<file path="config.mk">
export PLATFORM = sky130hd
export DESIGN_NAME = bitstream_sequencer
export DESIGN_NICKNAME = d
export VERILOG_FILES = /design/src/rtl/bitstream_sequencer.sv
export SDC_FILE = /design/constraint.sdc
export NUM_CORES = 1
export LEC_CHECK = 0
export BUFFER_PORTS_ARGS = -buffer_cell sky130_fd_sc_hd__buf_2
export CORE_MARGIN = 2
export CORE_UTILIZATION = 25
export DETAILED_ROUTE_END_ITERATION = 8
export GPL_TIMING_DRIVEN = 0
export SYNTH_ARGS = -nofsm -noshare
export SYNTH_HDL_FRONTEND = slang
export SYNTH_SLANG_ARGS = --single-unit
</file>
<file path="constraint.sdc">
create_clock -name clk -period 6.2 [get_ports clk]
set_clock_uncertainty 0.05 [all_clocks]
set_input_delay 1.24 -clock clk [delete_from_list [all_inputs] [get_ports clk]]
set_output_delay 1.24 -clock clk [all_outputs]
set_load 0.05 [all_outputs]
</file>
<file path="src/rtl/bitstream_sequencer.sv">
// Frame scheduler feeding the bitstreamer: a small frame FIFO plus an IDLE/LOAD/SEND/GAP FSM.
// Optional BITSEQ_LOOP_EN writes every launched frame back to the FIFO tail so the pattern repeats.
module bitstream_sequencer #(
  parameter int DATALEN      = 64,
  parameter int CNTLEN       = 8,
  parameter int DEPTH        = 4,
  parameter int FRAME_CYCLES = 2048,
  parameter int GAPLEN       = 16,
  localparam int PW          = $clog2(DEPTH),
  localparam int LW          = $clog2(DEPTH) + 1
) (
  input  logic               clk,
  input  logic               rst,
  input  logic               wr_valid,
  output logic               wr_ready,
  input  logic [DATALEN-1:0] wr_data,
  input  logic [CNTLEN-1:0]  wr_phase,
  input  logic               arm,
  input  logic               abort,
  input  logic [GAPLEN-1:0]  gap,
  output logic [DATALEN-1:0] datain,
  output logic [CNTLEN-1:0]  phase_delay,
  output logic               bs_start,
  output logic               busy,
  output logic               frame_done,
  output logic [LW-1:0]      level,
  output logic               underrun,
  output logic [1:0]         dbg_state
);

  localparam int FCW = $clog2(FRAME_CYCLES);
  localparam int CW  = (FCW > GAPLEN) ? FCW : GAPLEN;
  localparam int FW  = DATALEN + CNTLEN;

  typedef enum logic [1:0] {IDLE = 2'd0, LOAD = 2'd1, SEND = 2'd2, GAP = 2'd3} state_t;

  state_t          state;
  logic [CW-1:0]   cnt;
  logic [PW-1:0]   wr_ptr;
  logic [PW-1:0]   rd_ptr;
  logic [FW-1:0]   mem [DEPTH];
  logic [FW-1:0]   head;
  logic [FW-1:0]   mem_wdata;
  logic            push;
  logic            pop;
  logic            loop_wb;
  logic            mem_we;

  // Push handshake: a frame transfers on any clock edge where wr_valid && wr_ready;
  // wr_valid may be held while wr_ready is low and nothing is consumed until both are high.
  assign wr_ready  = (level < LW'(DEPTH)) && (state != LOAD);
  assign push      = wr_valid && wr_ready;
  assign pop       = (state == LOAD);
  assign head      = mem[rd_ptr];
  assign dbg_state = state;

`ifdef BITSEQ_LOOP_EN
  // An aborted LOAD discards its frame rather than recirculating it.
  assign loop_wb   = pop && !abort;
  assign mem_we    = push || loop_wb;
  assign mem_wdata = loop_wb ? head : {wr_data, wr_phase};
`else
  assign loop_wb   = 1'b0;
  assign mem_we    = push;
  assign mem_wdata = {wr_data, wr_phase};
`endif

  always_ff @(posedge clk) begin
    if (mem_we) mem[wr_ptr] <= mem_wdata;
  end

  always_ff @(posedge clk or negedge rst) begin
    if (!rst) begin
      state       <= IDLE;
      cnt         <= '0;
      wr_ptr      <= '0;
      rd_ptr      <= '0;
      level       <= '0;
      datain      <= '0;
      phase_delay <= '0;
      bs_start    <= 1'b0;
      busy        <= 1'b0;
      frame_done  <= 1'b0;
      underrun    <= 1'b0;
    end else begin
      frame_done <= 1'b0;
      if (mem_we) wr_ptr <= wr_ptr + PW'(1);
      if (pop)    rd_ptr <= rd_ptr + PW'(1);
      if (push)                 level <= level + LW'(1);
      else if (pop && !loop_wb) level <= level - LW'(1);

      if (abort) begin
        state    <= IDLE;
        busy     <= 1'b0;
        bs_start <= 1'b0;
        underrun <= 1'b0;
      end else begin
        case (state)
          IDLE: begin
            if (arm && level != '0) begin
              state <= LOAD;
              busy  <= 1'b1;
            end
          end
          LOAD: begin
            {datain, phase_delay} <= head;
            cnt      <= CW'(FRAME_CYCLES - 1);
            bs_start <= 1'b1;
            state    <= SEND;
          end
          SEND: begin
            // Raise frame_done one edge early so it lines up with the last bs_start clock.
            if (cnt == CW'(1)) frame_done <= 1'b1;
            if (cnt == '0) begin
              bs_start <= 1'b0;
              if (gap != '0) begin
                state <= GAP;
                cnt   <= CW'(gap) - CW'(1);
              end else if (arm && level != '0) begin
                state <= LOAD;
              end else begin
                state    <= IDLE;
                busy     <= 1'b0;
                underrun <= underrun | arm;
              end
            end else begin
              cnt <= cnt - CW'(1);
            end
          end
          GAP: begin
            if (cnt == '0) begin
              if (arm && level != '0) begin
                state <= LOAD;
              end else begin
                state    <= IDLE;
                busy     <= 1'b0;
                underrun <= underrun | arm;
              end
            end else begin
              cnt <= cnt - CW'(1);
            end
          end
          default: state <= IDLE;
        endcase
      end
    end
  end

endmodule

</file>
Word-level counts from Yosys, hierarchy flattened
Memory sizes are Yosys's and may differ from the RTL's. A register that Yosys moved wholly into a read port is not among the register bits.
Index checks and enable logic that the tools add are counted.
- $add $sub $neg: 6
- $mul: 0
- div/mod/pow operators: 0
- order comparisons: 1
- equal/unequal tests: 11
- shift operators: 0
- multiplexer cells: 34
- bitwise logic cells: 2
- reduce and logical (&&, ||, !) cells: 19
- operator list (operator ; count):
    $mux 16 ; 3
    $pmux 16 s3 ; 1
    $sub 16x1->16 const B ; 2
    $mux 1 ; 19
    $eq 16x1->1 const B ; 1
    $logic_not 16->1 ; 1
    $reduce_bool 16->1 ; 1
    $ne 3x3->1 const B ; 5
    $reduce_bool 3->1 ; 4
    $mux 2 ; 5
    $pmux 2 s4 ; 1
    $reduce_and 4->1 ; 2
    $mux 3 ; 2
    $reduce_and 5->1 ; 1
    $add 2x1->2 const B ; 2
    $eq 2x2->1 const B ; 2
    $pmux 1 s2 ; 2
    $reduce_and 2->1 ; 2
    $reduce_bool 4->1 ; 1
    $add 3x1->3 const B ; 1
    $logic_and 1x1->1 ; 3
    $lt 3x3->1 const B ; 1
    $pmux 1 s3 ; 1
    $reduce_and 3->1 ; 1
    9 further kinds ; 9
- bits in registers: 29
- bits in latches: 0
- bits in writable memories: 288
- memory bits (read-only): 0
- bits of input ports: 93
- output and inout port bits: 82
- word-level logic and storage cells: 83
- memories: 1
- memory list (name ; depth ; width ; rd ports ; clocked after Yosys merged registers in ; wr ports ; line ; source):
    mem ; 4 ; 72 ; 1 ; 1 ; 1 ; 41 ; logic [FW-1:0] mem [DEPTH];

Depth between registers and ports, before layout
- word-level depth: 7
- depth in mapped cells: 9
- gate-level depth less buffers: 8

Worst setup path after synthesis
OpenSTA, ideal clock, no wires.
- path kind: input to register
- from: in wr_valid
- to: mem mem[0][0] (netlist name), enable pin
- setup time: 438 ps
- data arrival time: 3338 ps
- required time: 5712 ps
- path slack: 2374 ps
- stages on the path: 3
- buffers on the path: 0
- path through: nand2_1 > nor2_1 > and2_1
- word-level cells in the longest chain between the ends: 3
- ends and longest elaborated chain (what ; line ; source):
    start, declared ; 14 ; input logic wr_valid,
    $logic_and 1x1->1 ; 52 ; assign push = wr_valid && wr_ready;
    $mux 1 ; 69 ; if (mem_we) mem[wr_ptr] <= mem_wdata;
    $mux 1 (implied by the code) ; 69 ;
    end, declared ; 41 ;
Every way passes these cells.

Final worst setup path
- from: in abort
- to: reg datain[33]
- word-level cells in the longest chain between the ends: 2
- ends and longest elaborated chain (what ; line ; source):
    start, declared ; 19 ; input logic abort,
    $not 1->1 (no line) ; -- ;
    $reduce_and 2->1 (no line) ; -- ;
    end signal, assigned ; 79 ; datain <= '0;
    end signal, assigned ; 106 ; {datain, phase_delay} <= head;
    end, declared ; 21 ; output logic [DATALEN-1:0] datain,
Every way passes these cells.
A chain may end at the register's enable or synchronous reset.

==> impl_table.tex <==
\begin{tabular}{lr}
\hline
Metric & Value \\
\hline
\multicolumn{2}{l}{\textbf{Outcome}} \\
Run status & finished, final reports clean \\
\multicolumn{2}{l}{\textbf{GRT}} \\
Largest net degree at the start of global routing & 60 \\
Global-route wire length before repair & 56,030 microns \\
Overall fraction of global-route tracks in use & 11.88\% \\
Remaining Overflow, GRT & 0 \\
Antenna violations before repair & 7 \\
Vias in the first global route & 8,892 \\
\multicolumn{2}{l}{\textbf{Floorplanning}} \\
\# IOs & 175 \\
Row Count & 90 \\
CORE AREA & 60,250 sq um \\
Horiz. Die Dim & 250.5 microns \\
Die Area & 62,750 sq um \\
Starting Density & 25.21\% \\
Chip Height & 250.5 microns \\
\multicolumn{2}{l}{\textbf{Clock network}} \\
Buffers from clock root to sink, at most & 3 \\
Hold buffer count at cts & 0 \\
Insertion delay of the later-clocked pin in the worst-skew pair & 550 ps \\
Postcts setup bufs & 0 \\
Inserted Clock Buffers & 42 \\
Sinks on the clock net & 389 \\
Cell at the root of the clock tree & clkbuf\_16 \\
CTS clk-pin slew, worst paths & 50 ps \\
H-Tree Level Count & 2 \\
Clock tree from TritonCTS & done \\
Total of cells resized after clock tree synthesis & 0 \\
\multicolumn{2}{l}{\textbf{Detailed routing}} \\
DR WL/cell & 19.01 microns \\
DRC violations left & 0 \\
First-pass iteration count of the detailed router & 5 \\
DR iter-0 viols & 455 \\
Total wire length after detailed routing & 37,320 microns \\
Vias/cell & 4.367 \\
Post-DRT Antenna Nets & 0 \\
Total number of vias & 8,572 \\
\multicolumn{2}{l}{\textbf{Yosys}} \\
Leading cell types by count after synthesis & edfxtp\_1, nand2\_1, dfrtp\_1 \\
Post-synthesis async set-or-reset flop share & 25.96\% \\
Synth Net Count & 1,028 \\
Cell Area, Synth & 15,190 sq um \\
Area leader, netlist & edfxtp\_1 \\
Count of mapped cells out of synthesis & 925 \\
Post-synthesis share of cell area spent on full adders, half adders and majority gates & 0.8731\% \\
Number of enable flip-flop cells after synthesis & 288 \\
Yosys reg bits & 389 \\
Post-Synthesis Mean Instance Area & 16.42 sq um \\
Top-area cell type share of the netlist area & 56.93\% \\
Post-synthesis share of cell area spent on and, or, nand and nor gates & 8.904\% \\
Post-synthesis sequential area ratio & 73.57\% \\
Count of yosys warnings during synthesis & 0 \\
Dominant cell by count in the synthesized netlist & edfxtp\_1 \\
Synth Area in XOR/XNOR & 0.8648\% \\
Largest cells by area after synthesis & edfxtp\_1, dfrtp\_1, mux4\_2, nand2\_1, xnor2\_1 \\
Multiplexer area fraction after synthesis & 11.01\% \\
Number of different library cells in the post-synthesis netlist & 62 \\
Synthesized-area fraction occupied by ao, oa, aoi and oai cells & 3.352\% \\
Combinational family with the most area after synthesis & multiplexers \\
Most instantiated flip-flop cell in the synthesis netlist & edfxtp\_1 \\
\multicolumn{2}{l}{\textbf{Placed design}} \\
Number of placed cells counting well taps & 1,885 \\
Detailed placement HPWL & 23,830 microns \\
Weighted congestion reported at the end of routability-driven placement & 0.8094 \\
Placement-stage cell area & 17,190 sq um \\
Count of input and output buffers & 173 \\
\multicolumn{2}{l}{\textbf{Power and ir drop}} \\
Worst ir drop on vdd & 263.6 uV \\
Logic pwr share & 30.6\% \\
Part of the total power dissipated in sequential elements & 39.6\% \\
Psw & 0.002981 W \\
Proportion of power drawn by the clock network & 29.8\% \\
Leak & 6.880 nW \\
Design Power & 0.008423 W \\
Power density over the cells & 453.4 nW/um\^{}2 \\
Net switching share of the total power & 35.40\% \\
Cell-internal power & 0.005441 W \\
\multicolumn{2}{l}{\textbf{Timing}} \\
Number of setup violations in the final report & 0 \\
Final max-slew violation count & 0 \\
Min Clock Period, post-route & 3290 ps \\
Number of endpoints with negative hold slack in the final report & 0 \\
Sum of negative setup slack & 0 ps \\
Final clock period utilization by the worst path & 53.07\% \\
Slew at the pin with the worst max-slew slack & 1126 ps \\
Remaining max-slew budget at the tightest pin & 24.91\% \\
RSZ-0062 raised after global routing & false \\
Achievable Freq & 303.9 MHz \\
\multicolumn{2}{l}{\textbf{Critical path}} \\
Setup Crit Path Kind & input port to flop \\
Required time of the worst setup path & 6620 ps \\
Largest driver fanout on the critical path & 10 \\
CP arrival & 3710 ps \\
Critical path startpoint category & input port \\
Worst Setup End Kind & flop \\
\multicolumn{2}{l}{\textbf{Final layout}} \\
Number of nets in the layout & 1,250 \\
Area added between synthesis and finish & 22.29\% \\
Final Instance Area & 18,580 sq um \\
Share of final-layout standard cells stronger than drive strength 1 & 28.39\% \\
Number of inserted filler cells in the final layout & 5,892 \\
Area occupied by registers & 11,180 sq um \\
Finished Core Util & 30.83\% \\
Count of non-filler cells in the finished layout & 1,963 \\
Area of the multi-input gates & 3809 sq um \\
\multicolumn{2}{l}{\textbf{Flow run}} \\
\# Max-Cap Violations & 0 \\
\multicolumn{2}{l}{\textbf{Min path}} \\
Worst min-delay path category & flop to flop \\
\hline
\end{tabular}
## layout make-up
| cell class | count | share of cell area (%) |
|---|---|---|
| antenna | 1 | 0.01347 |
| buffer | 42 | 0.9632 |
| clock buffer | 58 | 6.311 |
| clock inverter | 19 | 1.145 |
| inverter | 10 | 0.2021 |
| multi-input combinational | 484 | 20.50 |
| sequential | 389 | 60.16 |
| tap | 782 | 5.267 |
| timing repair buffer | 178 | 5.435 |
## state kept, by name, summed over array words and instances (netlist names)
signal       cells
cnt             16
level            3
underrun         1
busy             1
wr_ptr           2
rd_ptr           2
phase_delay      8
bs_start         1
dbg_state        2
frame_done       1
datain          64
mem            288
## path summary, 6_finish.rpt
path	to	slack, ps	startpoint	cells past startpoint
worst min register to register	datain[33]$_DFFE_PN0P_	420	datain[33]$_DFFE_PN0P_	2
worst max-delay path	datain[33]$_DFFE_PN0P_	2910	abort	6
min in group asynchronous	datain[20]$_DFFE_PN0P_	590	rst	1
worst min-delay path	datain[33]$_DFFE_PN0P_	420	datain[33]$_DFFE_PN0P_	2
worst max register to register	datain[33]$_DFFE_PN0P_	3000	dbg_state[1]$_DFFE_PN0P_	7
max in group asynchronous	datain[40]$_DFFE_PN0P_	4740	rst	2
## power groups by stage
| stage | Combinational (W) | Clock [W] | Sequential, W |
|---|---|---|---|
| finish | 0.00258 | 0.00251 | 0.00333 |
| global route | 0.00278 | 0.00269 | 0.00338 |
| CTS | 0.00265 | 0.00259 | 0.00334 |
| detailed placement | 0.00265 | 0 | 0.00339 |
| global placement | 0.00261 | 0 | 0.00338 |
| floorplan | 0.00103 | 0 | 0.00423 |
## metrics by stage
step                hold slack [ps]  setup WS, ps
finish                        417.5          2910
global route                  447.3          2557
floorplan                     408.9          2374
detailed placement            407.0          2038
CTS                           422.3          2622
global placement              402.7         325.4
## cell usage in the layout (no fill, tap or decap), drive strengths merged, types with 3 or more instances in the layout
cell type,count
a2bb2oi,9
clkbuf,87
nor4,8
nor3,9
inv,12
o21ai,15
dfrtp,101
o21a,3
ha,9
a21oi,14
nand3,3
clkinvlp,5
nor3b,3
o31ai,4
o41ai,3
mux4,72
o2bb2ai,3
edfxtp,288
nand2b,4
clkinv,8
and2,5
bufinv,4
buf,191
or4,6
nor2,24
nand4,4
nor2b,3
mux2i,4
xnor2,13
nand2,234
o22a,3
## kinds of logic (layout without fill, tap and decap cells)
kind of cell | count (synthesis) | count (layout)
AND/OR/NAND/NOR | 314 | 314
multiplexers | 77 | 77
flip-flops | 389 | 389
other | 0 | 1
buffers and inverters | 52 | 307
AO/OA/AOI/OAI | 68 | 68
XOR/XNOR | 15 | 15
adder cells (fa/ha/maj) | 10 | 10
## per-layer routing
| layer | GRT usage, % | part of all wire, % |
|---|---|---|
| met5 | 0 | 0.18 |
| met4 | 3.319 | 2.3 |
| met3 | 3.315 | 6.1 |
| met2 | 19.53 | 49 |
| met1 | 15.35 | 43 |
## critical path, cell delays in order
cell	delay, ps
clkbuf_1	210
nor2_1	820
clkbuf_1	600
clkbuf_1	610
nand2_1	130
nand2_1	90
No activity file was read; power rests on OpenSTA's default activity.
